==> src/rtl/id_ex_stage_if.sv <==
// id_ex_stage_if: ID-side inputs and EX-side outputs of the ID/EX pipeline register.
// The hazard counters exist only when HAZARD_STAT_EN is defined.
interface id_ex_stage_if #(
  parameter int DATA_W  = 32,
  parameter int ADDR_W  = 5,
  parameter int ALUOP_W = 3
);
  // ID-side (towards the register)
  logic               hold_i;
  logic               flush_i;
  logic               valid_i;
  logic [DATA_W-1:0]  pc_i;
  logic [DATA_W-1:0]  RSdata_i;
  logic [DATA_W-1:0]  RTdata_i;
  logic [DATA_W-1:0]  imm_i;
  logic [ADDR_W-1:0]  RSaddr_i;
  logic [ADDR_W-1:0]  RTaddr_i;
  logic [ADDR_W-1:0]  RDaddr_i;
  logic               uses_rs_i;
  logic               uses_rt_i;
  logic               RegWrite_i;
  logic               MemToReg_i;
  logic               MemRead_i;
  logic               MemWrite_i;
  logic               ALUSrc_i;
  logic               RegDst_i;
  logic [ALUOP_W-1:0] ALUOp_i;

  // EX-side (from the register)
  logic               stall_o;
  logic               valid_o;
  logic [DATA_W-1:0]  pc_o;
  logic [DATA_W-1:0]  RSdata_o;
  logic [DATA_W-1:0]  RTdata_o;
  logic [DATA_W-1:0]  imm_o;
  logic [ADDR_W-1:0]  RSaddr_o;
  logic [ADDR_W-1:0]  RTaddr_o;
  logic [ADDR_W-1:0]  WBaddr_o;
  logic               RegWrite_o;
  logic               MemToReg_o;
  logic               MemRead_o;
  logic               MemWrite_o;
  logic               ALUSrc_o;
  logic [ALUOP_W-1:0] ALUOp_o;
`ifdef HAZARD_STAT_EN
  logic [31:0]        stall_cnt_o;
  logic [31:0]        flush_cnt_o;
`endif

  // Decode/ID side: drives instruction fields, observes the EX copy and stall
  modport master (
    output hold_i, flush_i, valid_i, pc_i, RSdata_i, RTdata_i, imm_i,
           RSaddr_i, RTaddr_i, RDaddr_i, uses_rs_i, uses_rt_i,
           RegWrite_i, MemToReg_i, MemRead_i, MemWrite_i, ALUSrc_i, RegDst_i, ALUOp_i,
    input  stall_o, valid_o, pc_o, RSdata_o, RTdata_o, imm_o,
           RSaddr_o, RTaddr_o, WBaddr_o,
           RegWrite_o, MemToReg_o, MemRead_o, MemWrite_o, ALUSrc_o, ALUOp_o
`ifdef HAZARD_STAT_EN
    , input stall_cnt_o, flush_cnt_o
`endif
  );

  // Pipeline register side
  modport slave (
    input  hold_i, flush_i, valid_i, pc_i, RSdata_i, RTdata_i, imm_i,
           RSaddr_i, RTaddr_i, RDaddr_i, uses_rs_i, uses_rt_i,
           RegWrite_i, MemToReg_i, MemRead_i, MemWrite_i, ALUSrc_i, RegDst_i, ALUOp_i,
    output stall_o, valid_o, pc_o, RSdata_o, RTdata_o, imm_o,
           RSaddr_o, RTaddr_o, WBaddr_o,
           RegWrite_o, MemToReg_o, MemRead_o, MemWrite_o, ALUSrc_o, ALUOp_o
`ifdef HAZARD_STAT_EN
    , output stall_cnt_o, flush_cnt_o
`endif
  );
endinterface

==> src/rtl/id_ex_stage.sv <==
// id_ex_stage: ID/EX pipeline register of the 5-stage MIPS core with load-use
// hazard detection, branch flush and global hold.
// Optional macro HAZARD_STAT_EN adds saturating stall/flush bubble counters.
module id_ex_stage #(
  parameter int DATA_W  = 32,
  parameter int ADDR_W  = 5,
  parameter int ALUOP_W = 3
) (
  input  logic          clk_i,
  input  logic          rst_i,
  id_ex_stage_if.slave  bus
);

  typedef struct packed {
    logic               valid;
    logic [DATA_W-1:0]  pc;
    logic [DATA_W-1:0]  rs_data;
    logic [DATA_W-1:0]  rt_data;
    logic [DATA_W-1:0]  imm;
    logic [ADDR_W-1:0]  rs_addr;
    logic [ADDR_W-1:0]  rt_addr;
    logic [ADDR_W-1:0]  wb_addr;
    logic               reg_write;
    logic               mem_to_reg;
    logic               mem_read;
    logic               mem_write;
    logic               alu_src;
    logic [ALUOP_W-1:0] alu_op;
  } ex_t;

  ex_t  ex_q;
  ex_t  ex_d;
  ex_t  ex_cap;
  logic hz;
  logic stall;

  // Load-use hazard: the load in EX targets a register the ID instruction reads.
  // Only EX needs checking; later stages are covered by forwarding and the
  // register file's write-through.
  always_comb begin
    hz = ex_q.valid && ex_q.mem_read && (ex_q.wb_addr != '0) &&
         ((bus.uses_rs_i && (bus.RSaddr_i == ex_q.wb_addr)) ||
          (bus.uses_rt_i && (bus.RTaddr_i == ex_q.wb_addr)));
    // A flushed instruction is dead, so it never needs to wait for the load
    stall = hz && bus.valid_i && !bus.flush_i && !rst_i;
  end

  // Value loaded on a normal edge: controls only survive for a real instruction
  always_comb begin
    ex_cap            = '0;
    ex_cap.valid      = bus.valid_i;
    ex_cap.pc         = bus.pc_i;
    ex_cap.rs_data    = bus.RSdata_i;
    ex_cap.rt_data    = bus.RTdata_i;
    ex_cap.imm        = bus.imm_i;
    ex_cap.rs_addr    = bus.RSaddr_i;
    ex_cap.rt_addr    = bus.RTaddr_i;
    ex_cap.wb_addr    = bus.RegDst_i ? bus.RDaddr_i : bus.RTaddr_i;
    ex_cap.reg_write  = bus.valid_i & bus.RegWrite_i;
    ex_cap.mem_to_reg = bus.valid_i & bus.MemToReg_i;
    ex_cap.mem_read   = bus.valid_i & bus.MemRead_i;
    ex_cap.mem_write  = bus.valid_i & bus.MemWrite_i;
    ex_cap.alu_src    = bus.valid_i & bus.ALUSrc_i;
    ex_cap.alu_op     = bus.valid_i ? bus.ALUOp_i : '0;
  end

  // Next-state priority: hold freezes everything, then flush/stall bubble, else capture
  always_comb begin
    ex_d = ex_q;
    if (!bus.hold_i) begin
      if (bus.flush_i || stall) begin
        ex_d = '0;
      end else begin
        ex_d = ex_cap;
      end
    end
  end

  // Pipeline register; reset clears to a bubble
  always_ff @(posedge clk_i) begin
    if (rst_i) begin
      ex_q <= '0;
    end else begin
      ex_q <= ex_d;
    end
  end

  assign bus.stall_o    = stall;
  assign bus.valid_o    = ex_q.valid;
  assign bus.pc_o       = ex_q.pc;
  assign bus.RSdata_o   = ex_q.rs_data;
  assign bus.RTdata_o   = ex_q.rt_data;
  assign bus.imm_o      = ex_q.imm;
  assign bus.RSaddr_o   = ex_q.rs_addr;
  assign bus.RTaddr_o   = ex_q.rt_addr;
  assign bus.WBaddr_o   = ex_q.wb_addr;
  assign bus.RegWrite_o = ex_q.reg_write;
  assign bus.MemToReg_o = ex_q.mem_to_reg;
  assign bus.MemRead_o  = ex_q.mem_read;
  assign bus.MemWrite_o = ex_q.mem_write;
  assign bus.ALUSrc_o   = ex_q.alu_src;
  assign bus.ALUOp_o    = ex_q.alu_op;

`ifdef HAZARD_STAT_EN
  logic [31:0] stall_cnt_q;
  logic [31:0] stall_cnt_d;
  logic [31:0] flush_cnt_q;
  logic [31:0] flush_cnt_d;

  // Count inserted bubbles by cause; a flush takes precedence over a stall
  // (stall is already masked by flush) and a held edge inserts nothing
  always_comb begin
    stall_cnt_d = stall_cnt_q;
    flush_cnt_d = flush_cnt_q;
    if (!bus.hold_i) begin
      if (bus.flush_i) begin
        if (flush_cnt_q != 32'hFFFF_FFFF) flush_cnt_d = flush_cnt_q + 32'd1;
      end else if (stall) begin
        if (stall_cnt_q != 32'hFFFF_FFFF) stall_cnt_d = stall_cnt_q + 32'd1;
      end
    end
  end

  // Counter registers
  always_ff @(posedge clk_i) begin
    if (rst_i) begin
      stall_cnt_q <= '0;
      flush_cnt_q <= '0;
    end else begin
      stall_cnt_q <= stall_cnt_d;
      flush_cnt_q <= flush_cnt_d;
    end
  end

  assign bus.stall_cnt_o = stall_cnt_q;
  assign bus.flush_cnt_o = flush_cnt_q;
`endif

endmodule

==> src/flat_wrapper.sv <==
// flat-port wrapper written by rule: the top's interface ports become plain ports
module id_ex_stage_flat 
#(
  parameter int DATA_W  = 32,
  parameter int ADDR_W  = 5,
  parameter int ALUOP_W = 3
)
  (clk_i, rst_i, bus_hold_i, bus_flush_i, bus_valid_i, bus_pc_i, bus_RSdata_i, bus_RTdata_i, bus_imm_i, bus_RSaddr_i, bus_RTaddr_i, bus_RDaddr_i, bus_uses_rs_i, bus_uses_rt_i, bus_RegWrite_i, bus_MemToReg_i, bus_MemRead_i, bus_MemWrite_i, bus_ALUSrc_i, bus_RegDst_i, bus_ALUOp_i, bus_stall_o, bus_valid_o, bus_pc_o, bus_RSdata_o, bus_RTdata_o, bus_imm_o, bus_RSaddr_o, bus_RTaddr_o, bus_WBaddr_o, bus_RegWrite_o, bus_MemToReg_o, bus_MemRead_o, bus_MemWrite_o, bus_ALUSrc_o, bus_ALUOp_o);
  id_ex_stage_if #(.DATA_W(DATA_W), .ADDR_W(ADDR_W), .ALUOP_W(ALUOP_W)) bus_i ();
  input  logic clk_i;
  input  logic rst_i;
  input wire logic [$bits(bus_i.hold_i)-1:0] bus_hold_i;
  input wire logic [$bits(bus_i.flush_i)-1:0] bus_flush_i;
  input wire logic [$bits(bus_i.valid_i)-1:0] bus_valid_i;
  input wire logic [$bits(bus_i.pc_i)-1:0] bus_pc_i;
  input wire logic [$bits(bus_i.RSdata_i)-1:0] bus_RSdata_i;
  input wire logic [$bits(bus_i.RTdata_i)-1:0] bus_RTdata_i;
  input wire logic [$bits(bus_i.imm_i)-1:0] bus_imm_i;
  input wire logic [$bits(bus_i.RSaddr_i)-1:0] bus_RSaddr_i;
  input wire logic [$bits(bus_i.RTaddr_i)-1:0] bus_RTaddr_i;
  input wire logic [$bits(bus_i.RDaddr_i)-1:0] bus_RDaddr_i;
  input wire logic [$bits(bus_i.uses_rs_i)-1:0] bus_uses_rs_i;
  input wire logic [$bits(bus_i.uses_rt_i)-1:0] bus_uses_rt_i;
  input wire logic [$bits(bus_i.RegWrite_i)-1:0] bus_RegWrite_i;
  input wire logic [$bits(bus_i.MemToReg_i)-1:0] bus_MemToReg_i;
  input wire logic [$bits(bus_i.MemRead_i)-1:0] bus_MemRead_i;
  input wire logic [$bits(bus_i.MemWrite_i)-1:0] bus_MemWrite_i;
  input wire logic [$bits(bus_i.ALUSrc_i)-1:0] bus_ALUSrc_i;
  input wire logic [$bits(bus_i.RegDst_i)-1:0] bus_RegDst_i;
  input wire logic [$bits(bus_i.ALUOp_i)-1:0] bus_ALUOp_i;
  output wire logic [$bits(bus_i.stall_o)-1:0] bus_stall_o;
  output wire logic [$bits(bus_i.valid_o)-1:0] bus_valid_o;
  output wire logic [$bits(bus_i.pc_o)-1:0] bus_pc_o;
  output wire logic [$bits(bus_i.RSdata_o)-1:0] bus_RSdata_o;
  output wire logic [$bits(bus_i.RTdata_o)-1:0] bus_RTdata_o;
  output wire logic [$bits(bus_i.imm_o)-1:0] bus_imm_o;
  output wire logic [$bits(bus_i.RSaddr_o)-1:0] bus_RSaddr_o;
  output wire logic [$bits(bus_i.RTaddr_o)-1:0] bus_RTaddr_o;
  output wire logic [$bits(bus_i.WBaddr_o)-1:0] bus_WBaddr_o;
  output wire logic [$bits(bus_i.RegWrite_o)-1:0] bus_RegWrite_o;
  output wire logic [$bits(bus_i.MemToReg_o)-1:0] bus_MemToReg_o;
  output wire logic [$bits(bus_i.MemRead_o)-1:0] bus_MemRead_o;
  output wire logic [$bits(bus_i.MemWrite_o)-1:0] bus_MemWrite_o;
  output wire logic [$bits(bus_i.ALUSrc_o)-1:0] bus_ALUSrc_o;
  output wire logic [$bits(bus_i.ALUOp_o)-1:0] bus_ALUOp_o;
  assign bus_i.hold_i = bus_hold_i;
  assign bus_i.flush_i = bus_flush_i;
  assign bus_i.valid_i = bus_valid_i;
  assign bus_i.pc_i = bus_pc_i;
  assign bus_i.RSdata_i = bus_RSdata_i;
  assign bus_i.RTdata_i = bus_RTdata_i;
  assign bus_i.imm_i = bus_imm_i;
  assign bus_i.RSaddr_i = bus_RSaddr_i;
  assign bus_i.RTaddr_i = bus_RTaddr_i;
  assign bus_i.RDaddr_i = bus_RDaddr_i;
  assign bus_i.uses_rs_i = bus_uses_rs_i;
  assign bus_i.uses_rt_i = bus_uses_rt_i;
  assign bus_i.RegWrite_i = bus_RegWrite_i;
  assign bus_i.MemToReg_i = bus_MemToReg_i;
  assign bus_i.MemRead_i = bus_MemRead_i;
  assign bus_i.MemWrite_i = bus_MemWrite_i;
  assign bus_i.ALUSrc_i = bus_ALUSrc_i;
  assign bus_i.RegDst_i = bus_RegDst_i;
  assign bus_i.ALUOp_i = bus_ALUOp_i;
  assign bus_stall_o = bus_i.stall_o;
  assign bus_valid_o = bus_i.valid_o;
  assign bus_pc_o = bus_i.pc_o;
  assign bus_RSdata_o = bus_i.RSdata_o;
  assign bus_RTdata_o = bus_i.RTdata_o;
  assign bus_imm_o = bus_i.imm_o;
  assign bus_RSaddr_o = bus_i.RSaddr_o;
  assign bus_RTaddr_o = bus_i.RTaddr_o;
  assign bus_WBaddr_o = bus_i.WBaddr_o;
  assign bus_RegWrite_o = bus_i.RegWrite_o;
  assign bus_MemToReg_o = bus_i.MemToReg_o;
  assign bus_MemRead_o = bus_i.MemRead_o;
  assign bus_MemWrite_o = bus_i.MemWrite_o;
  assign bus_ALUSrc_o = bus_i.ALUSrc_o;
  assign bus_ALUOp_o = bus_i.ALUOp_o;
  id_ex_stage #(.DATA_W(DATA_W), .ADDR_W(ADDR_W), .ALUOP_W(ALUOP_W)) u_core (.clk_i(clk_i), .rst_i(rst_i), .bus(bus_i));
endmodule
==> config.mk <==
export PLATFORM = sky130hd
export DESIGN_NAME = id_ex_stage_flat
export DESIGN_NICKNAME = d
export VERILOG_FILES = /design/src/rtl/id_ex_stage_if.sv /design/src/rtl/id_ex_stage.sv /design/src/flat_wrapper.sv
export SDC_FILE = /design/constraint.sdc
export NUM_CORES = 1
export LEC_CHECK = 0
export ABC_AREA = 1
export ABC_CLOCK_PERIOD_IN_PS = 1300
export CORE_ASPECT_RATIO = 0.7
export CORE_MARGIN = 2
export CORE_UTILIZATION = 36
export CTS_CLUSTER_DIAMETER = 150
export DETAILED_ROUTE_END_ITERATION = 10
export PLACE_DENSITY = 0.77
export SYNTH_ARGS = -nofsm -noshare
export SYNTH_HDL_FRONTEND = slang
export SYNTH_SLANG_ARGS = --single-unit
export TNS_END_PERCENT = 20
==> constraint.sdc <==
create_clock -name clk_i -period 1.3 [get_ports clk_i]
set_clock_uncertainty 0.05 [all_clocks]
set_input_delay 0.195 -clock clk_i [delete_from_list [all_inputs] [get_ports clk_i]]
set_output_delay 0.195 -clock clk_i [all_outputs]
set_load 0.005 [all_outputs]
==> metrics.txt, run 1 <==
outcome=finished, violations left; Final Max Slew Viols=0; H-tree levels=4; clk slew on worst S/H paths=about 0.07 ns; cell area after synthesis=between 0.006 and 0.007 mm²; ratio of cells with drive above 1 in the final layout=0.120; area grow syn2layout=68.0%; die area=~0.018 mm²; Avg Inst Size Synth=7.76 µm²; Distinct cells, synth=15; mux share of post-synthesis cell area=0; Placed Cells=1,268; Detailed Route Iter0 Violations=approximately 760; worst setup path start=u_core.bus.WBaddr_o[2]; Worst Hold Launch=rst_i; Worst Slack Setup Final=-0.415 ns; nets@finish=1,230; Max-Slew Margin vs Limit=0.596; Comb power frac=0.131; Design Area, Final=0.0102 mm²; TritonCTS clock tree=yes; Switch Pwr=0.00283 W; GR Util met3=0.0861; register area share after synthesis=0.501; Gate Count Post-Synth=approximately 780; Fmax=583 MHz; critical path peak fanout=4; RSZ-0062 raised after global routing=yes; total congestion overflow=0; CP Capture Type=output port; antenna violations before repair=0; Starting Density=0.371; Non-Filler Instances=1,308; failing checks=negative setup slack; first-pass GRT wire length=34,500 µm; via/cell ratio=between 5 and 6; worst slew pin tran=0.606 ns; worst min-delay path category=in2reg; startpoint types=flip-flop; Compound-Gate Fraction of Synth Area=0.132; power share of the clock group=0.451; # port buffers=about 310; post-detail-place hpwl=14,300 µm; post-route ant nets=0; arrival time at the worst endpoint=between 1 and 1.5 ns; synth warn=0; pin count of the biggest net entering global routing=121; row count=39; CTS Buf Count=17; largest family of logic cells by synthesized area=simple AND/OR/NAND/NOR gates; io pins=between 300 and 400; area of the multi-input gates=approximately 0.0026 mm²; post-route minimum period=around 1.7 ns; CTS Sinks=152; GRT Total Usage=0.239; critical path class=reg2out; diode count=0; gr busiest metal=met2; P_leak=between 4 and 5 nW; final setup fails=roughly 150; post-synthesis adder-cell area fraction=0; RR Startpoint=u_core.bus.WBaddr_o[2]; DRC=0; Worst Path Required=1.05 ns; endpoints failing hold=0; Synth Register Bits=between 150 and 200; power per standard cell area=roughly 1200 mW/mm²; Max VDD drop=0.000788 V; grt met1 use=0.301; Routed WL per cell=approximately 17 µm; sequential cell area=between 0.003 and 0.004 mm²; Post-Synth Simple-Gate Area=0.286; Die Wd=roughly 160 µm; vias in the first global route=between 6,000 and 7,000; pre-CTS setup slack=-0.760 ns; die height=113 µm; final wirelength=between 20,000 and 25,000 µm; grt met2 use=0.388; syn nets=942; Placer Congestion=0.892; Placement Cell Area=0.00946 mm²; Fill cells=roughly 1,500; drt pass-1 iters=5; Root Driver=clkbuf_16; Core ar.=0.0164 mm²; Switching Share=0.240; Pint=between 0.008 and 0.009 W; Reg power frac=0.418; vias post-DR=6,836; clk buf depth=2; synthesized-area fraction occupied by xor and xnor cells=0; final worst path period share=1.32; clk_lat worst skew=~0.42 ns; Max Cap Viol=0
==> registers in the layout (all words and copies together), names as in the netlist, 3 cells and up <==
register and count:
u_core.bus.RSdata_o 32, u_core.bus.RTdata_o 32, u_core.bus.WBaddr_o 5, u_core.bus.imm_o 32
u_core.bus.RTaddr_o 5, u_core.bus.pc_o 32, u_core.bus.RSaddr_o 5, u_core.bus.ALUOp_o 3
==> kinds of logic (layout without fill, tap and decap cells) <==
logic type	Yosys count	count (layout)
compound gates	160	160
flops	152	152
buf+inv	108	408
simple gates	363	363
==> per-stage QoR <==
stage,utilization,hold slack (ns),TNS [ns],total power [W]
final,0.623,0.240,-48.28,0.0118
after global routing,0.623,0.232,-62.84,0.0123
after CTS,0.611,0.216,-42.82,0.0119
after detailed placement,0.577,0.404,-100.59,0.00667
after global placement,0.577,0.399,-92.81,0.00666
after floorplan,-,0.312,-4.31,0.00560
==> cells in the final DEF (no fill, tap or decap), drive strengths merged <==
master,instances
clkdlybuf4s50,157
nand4,144
dlygate4sd2,120
clkinvlp,2
inv,31
dfxtp,152
o21ai,11
bufinv,4
nor3,1
nand3,10
clkdlybuf4s15,19
buf,46
bufbuf,1
clkbuf,28
a21oi,149
nand2,189
nor2,19
==> cell usage after synthesis <==
master    number  area (µm²)
nand2_2        1        6.26
nand4_1      144         901
inv_1         23        86.3
buf_6         10         113
o21ai_0       11        55.1
nor3_1         1        5.00
nand3_1       10        50.1
buf_1         12        45.0
inv_2          2        7.51
clkbuf_1      50         188
nor2_1        19        71.3
buf_2         11        55.1
nand2_1      188         706
a21oi_1      149         746
dfxtp_1      152        3040
==> power by group through the flow <==
stage	sequential, W	clock (W)	combinational [W]
2_1_floorplan	0.00505	0	0.000547
4_1_cts	0.00494	0.00542	0.00151
5_1_grt	0.00496	0.00566	0.00167
6_report	0.00494	0.00532	0.00154
3_5_place_dp	0.00504	0	0.00162
3_3_place_gp	0.00504	0	0.00162
==> area by class of cell <==
cell class	count	area share
Clock buffer	19	0.0434
Clock inverter	12	0.0184
Inverter	25	0.00993
Multi-Input combinational cell	523	0.256
Sequential cell	152	0.301
Tap cell	225	0.0276
Timing Repair Buffer	352	0.344
==> metal layers <==
layer	part of all wire	wire, µm	up-vias
met4	0.016	374	0
met3	0.084	1920	32
met1	0.43	9800	3198
li1	-	-	3321
met2	0.47	10700	285
met5	0	0	-
==> worst paths after layout <==
| kind | to | slack, ns | cells after the start |
|---|---|---|---|
| max | bus_stall_o | -0.42 | 9 |
| min | u_core.bus.imm_o[19] | 0.24 | 3 |
| max reg2reg | u_core.bus.pc_o[24] | -0.40 | 12 |
| min reg2reg | u_core.bus.RTdata_o[1] | 0.41 | 2 |
==> what timing repair did <==
action | CTS | global route
hold buffers | 0 | 0
setup endpoints to repair | 305 | 185
gates cloned | 3 | 3
gates resized for setup | 195 | 57
setup buffers | 0 | 3
pin swaps | 6 | 6
==> critical path, cell delays in order, from the launching register on <==
cell and delay (ns):
dfxtp_2 0.36, inv_2 0.05, nand2_1 0.05, nand2_1 0.05, nor2_1 0.10, nand3_1 0.11, nand2_2 0.10, nand2_4 0.07
inv_2 0.07, buf_6 0.09
(Power assumes the default switching activity.)
==> run 2: changes to the inputs <==
Settings changed: ABC_CLOCK_PERIOD_IN_PS 1300 to 1740, CORE_UTILIZATION 36 to 40, PLACE_DENSITY 0.77 to 0.81.
Clock period 1.3 ns to 1.74 ns, I/O delays scaled along.
==> run 2 against run 1 <==
Effect of this change:
- the flow still finishes with violations (negative setup slack)
- first-iteration DRC count fell by 46%
- global-route usage rose by 0.81 points
- via count fell by 0.57%
- final area fell by 0.66%
- critical path depth rose by 1
- die area fell by 9.7%
- hold slack got worse by 0.047 ns
- non-clock buffer count fell by 1
- sequential share of layout area barely moved
- critical endpoint unchanged
- largest power group is now registers
==> metrics.txt, run 2 (synthesis results as in run 1) <==
io pins=between 300 and 400; RR Endpoint=u_core.bus.ALUOp_o[1]; Detailed Route Iter0 Violations=about 410; post-route minimum period=1.78 ns; Fmax=~560 MHz; failing checks=negative setup slack; RSZ-0062 raised after global routing=yes; post-detail-place hpwl=between 10,000 and 15,000 µm; Reg power frac=0.430; Die Wd=roughly 150 µm; ratio of cells with drive above 1 in the final layout=0.0870; die area=0.0162 mm²; power per standard cell area=847 mW/mm²; Hold Slack=around 0.19 ns; r2r worst-path depth=13; CP Capture Type=output port; worst slew pin tran=approximately 0.67 ns; cts hold-fix bufs=0; critical path class=in2out; H-tree levels=4; first-pass GRT wire length=around 32,000 µm; critical path peak fanout=3; TritonCTS clock tree=yes; Worst Hold Launch=bus_hold_i; Placer Congestion=just over 0.9; final setup fails=1; RR Startpoint=u_core.bus.WBaddr_o[1]; clk_lat worst skew=approximately 0.40 ns; startpoint types=input port; drt pass-1 iters=5; final wirelength=about 21,000 µm; area grow syn2layout=66.9%; DRC=0; CTS Buf Count=17; worst min-delay path category=in2reg; P_leak=between 3 and 4 nW; Starting Density=0.412; diode count=0; Pint=0.00650 W; Max VDD drop=between 0.0006 and 0.0007 V; Switch Pwr=around 0.0021 W; Max-Slew Margin vs Limit=0.556; nets@finish=roughly 1,200; hold depth=3; via/cell ratio=~5.3; total congestion overflow=0; Worst Path Required=around 1.4 ns; clk buf depth=2; arrival time at the worst endpoint=around 1.5 ns; commonest non-fill, non-tap cells in the layout=clkdlybuf4s50_1 (305), nand2_1 (182), a21oi_1 (148); # port buffers=around 310; most common cell after layout, fill and taps aside=clkdlybuf4s50_1; endpoints failing hold=0; Final Max Slew Viols=0; Switching Share=0.244; Routed WL per cell=approximately 17 µm; post-route ant nets=0; Max Cap Viol=0; pin count of the biggest net entering global routing=around 100; clk slew on worst S/H paths=about 0.07 ns; final worst path period share=1.02; antenna violations before repair=0; worst hold endpoint=u_core.bus.pc_o[19]; Comb power frac=0.144; R2R setup slack=roughly 0.040 ns; outcome=finished, violations left; row count=37; Core ar.=0.0148 mm²; Worst Slack Setup Final=-0.0382 ns; Root Driver=clkbuf_16; CTS Sinks=~150; GRT Total Usage=0.247; die height=~110 µm; vias post-DR=6,797; vias in the first global route=roughly 6,300; Final Util=0.687; power share of the clock group=0.426
run 2: cell count changes in the layout (fill, tap and decap cells not counted), moves of 7 or more:
| cell | previous run | this run |
|---|---|---|
| dfxtp_1 | 135 | 147 |
| dlygate4sd2_1 | 120 | 1 |
| buf_4 | 19 | 26 |
| clkdlybuf4s15_1 | 19 | 0 |
| clkdlybuf4s50_1 | 157 | 305 |
| a21oi_2 | 12 | 1 |
| a21oi_1 | 137 | 148 |
| dfxtp_2 | 13 | 2 |
run 2: cell type report:
cell class / count / area, µm²
clock buffer: 18 / 439
clock inverter: 12 / 143
fill: 1205 / 4630
inverter: 25 / 98.8
multi-input combinational: 523 / 2580
sequential: 152 / 3060
tap: 195 / 244
timing repair buffer: 351 / 3580
run 2: critical path, stage by stage:
cell and delay [ns]:
clkdlybuf4s50_1 0.51, inv_1 0.10, nand2_4 0.07, nand2_2 0.04
nor2_1 0.09, nand3_1 0.10, nand2_2 0.10, nand2_4 0.05
inv_2 0.04, buf_2 0.10
run 2: how the worst max path moves through the flow:
stage,start,endpoint,slack [ns],cells past startpoint
floorplan,u_core.bus.WBaddr_o[3],bus_stall_o,0.25,10
global placement,bus_flush_i,bus_stall_o,-0.38,9
detailed placement,bus_RSaddr_i[2],bus_stall_o,-0.39,10
CTS,u_core.bus.WBaddr_o[2],bus_stall_o,-0.07,9
global route,bus_RTaddr_i[2],bus_stall_o,-0.14,10
finish,bus_RTaddr_i[2],bus_stall_o,-0.04,10
run 2: power groups by stage:
stage / sequential (W) / clock (W) / combinational (W)
after global placement: 0.00376 / 0 / 0.00121
after detailed placement: 0.00377 / 0 / 0.00122
after floorplan: 0.00377 / 0 / 0.000409
after CTS: 0.00369 / 0.00372 / 0.00123
after global routing: 0.00370 / 0.00388 / 0.00134
final: 0.00369 / 0.00366 / 0.00124
run 2: per-stage QoR:
stage,setup slack (ns),area [µm²],instances,TNS (ns),total power (W)
after floorplan,0.253,6080,783,0,0.00418
after global placement,-0.381,9440,1243,-38.00,0.00497
after detailed placement,-0.394,9440,1243,-40.82,0.00499
after CTS,-0.0745,10000,1274,-0.151,0.00864
after global routing,-0.141,10100,1276,-1.88,0.00892
final,-0.0382,10100,1276,-0.0382,0.00859
run 2: what timing repair did:
item                                    CTS  global route
gates cloned                              0             2
endpoints found under the setup margin    9           149
pin swaps                                 3             9
buffers inserted                          1             0
resized for setup                        12            21
run 2: layer usage:
metal  share of wire  global-route usage
met3           0.091              0.0843
met2            0.48               0.423
met4           0.012              0.0574
met1            0.42               0.299
met5               0                   0
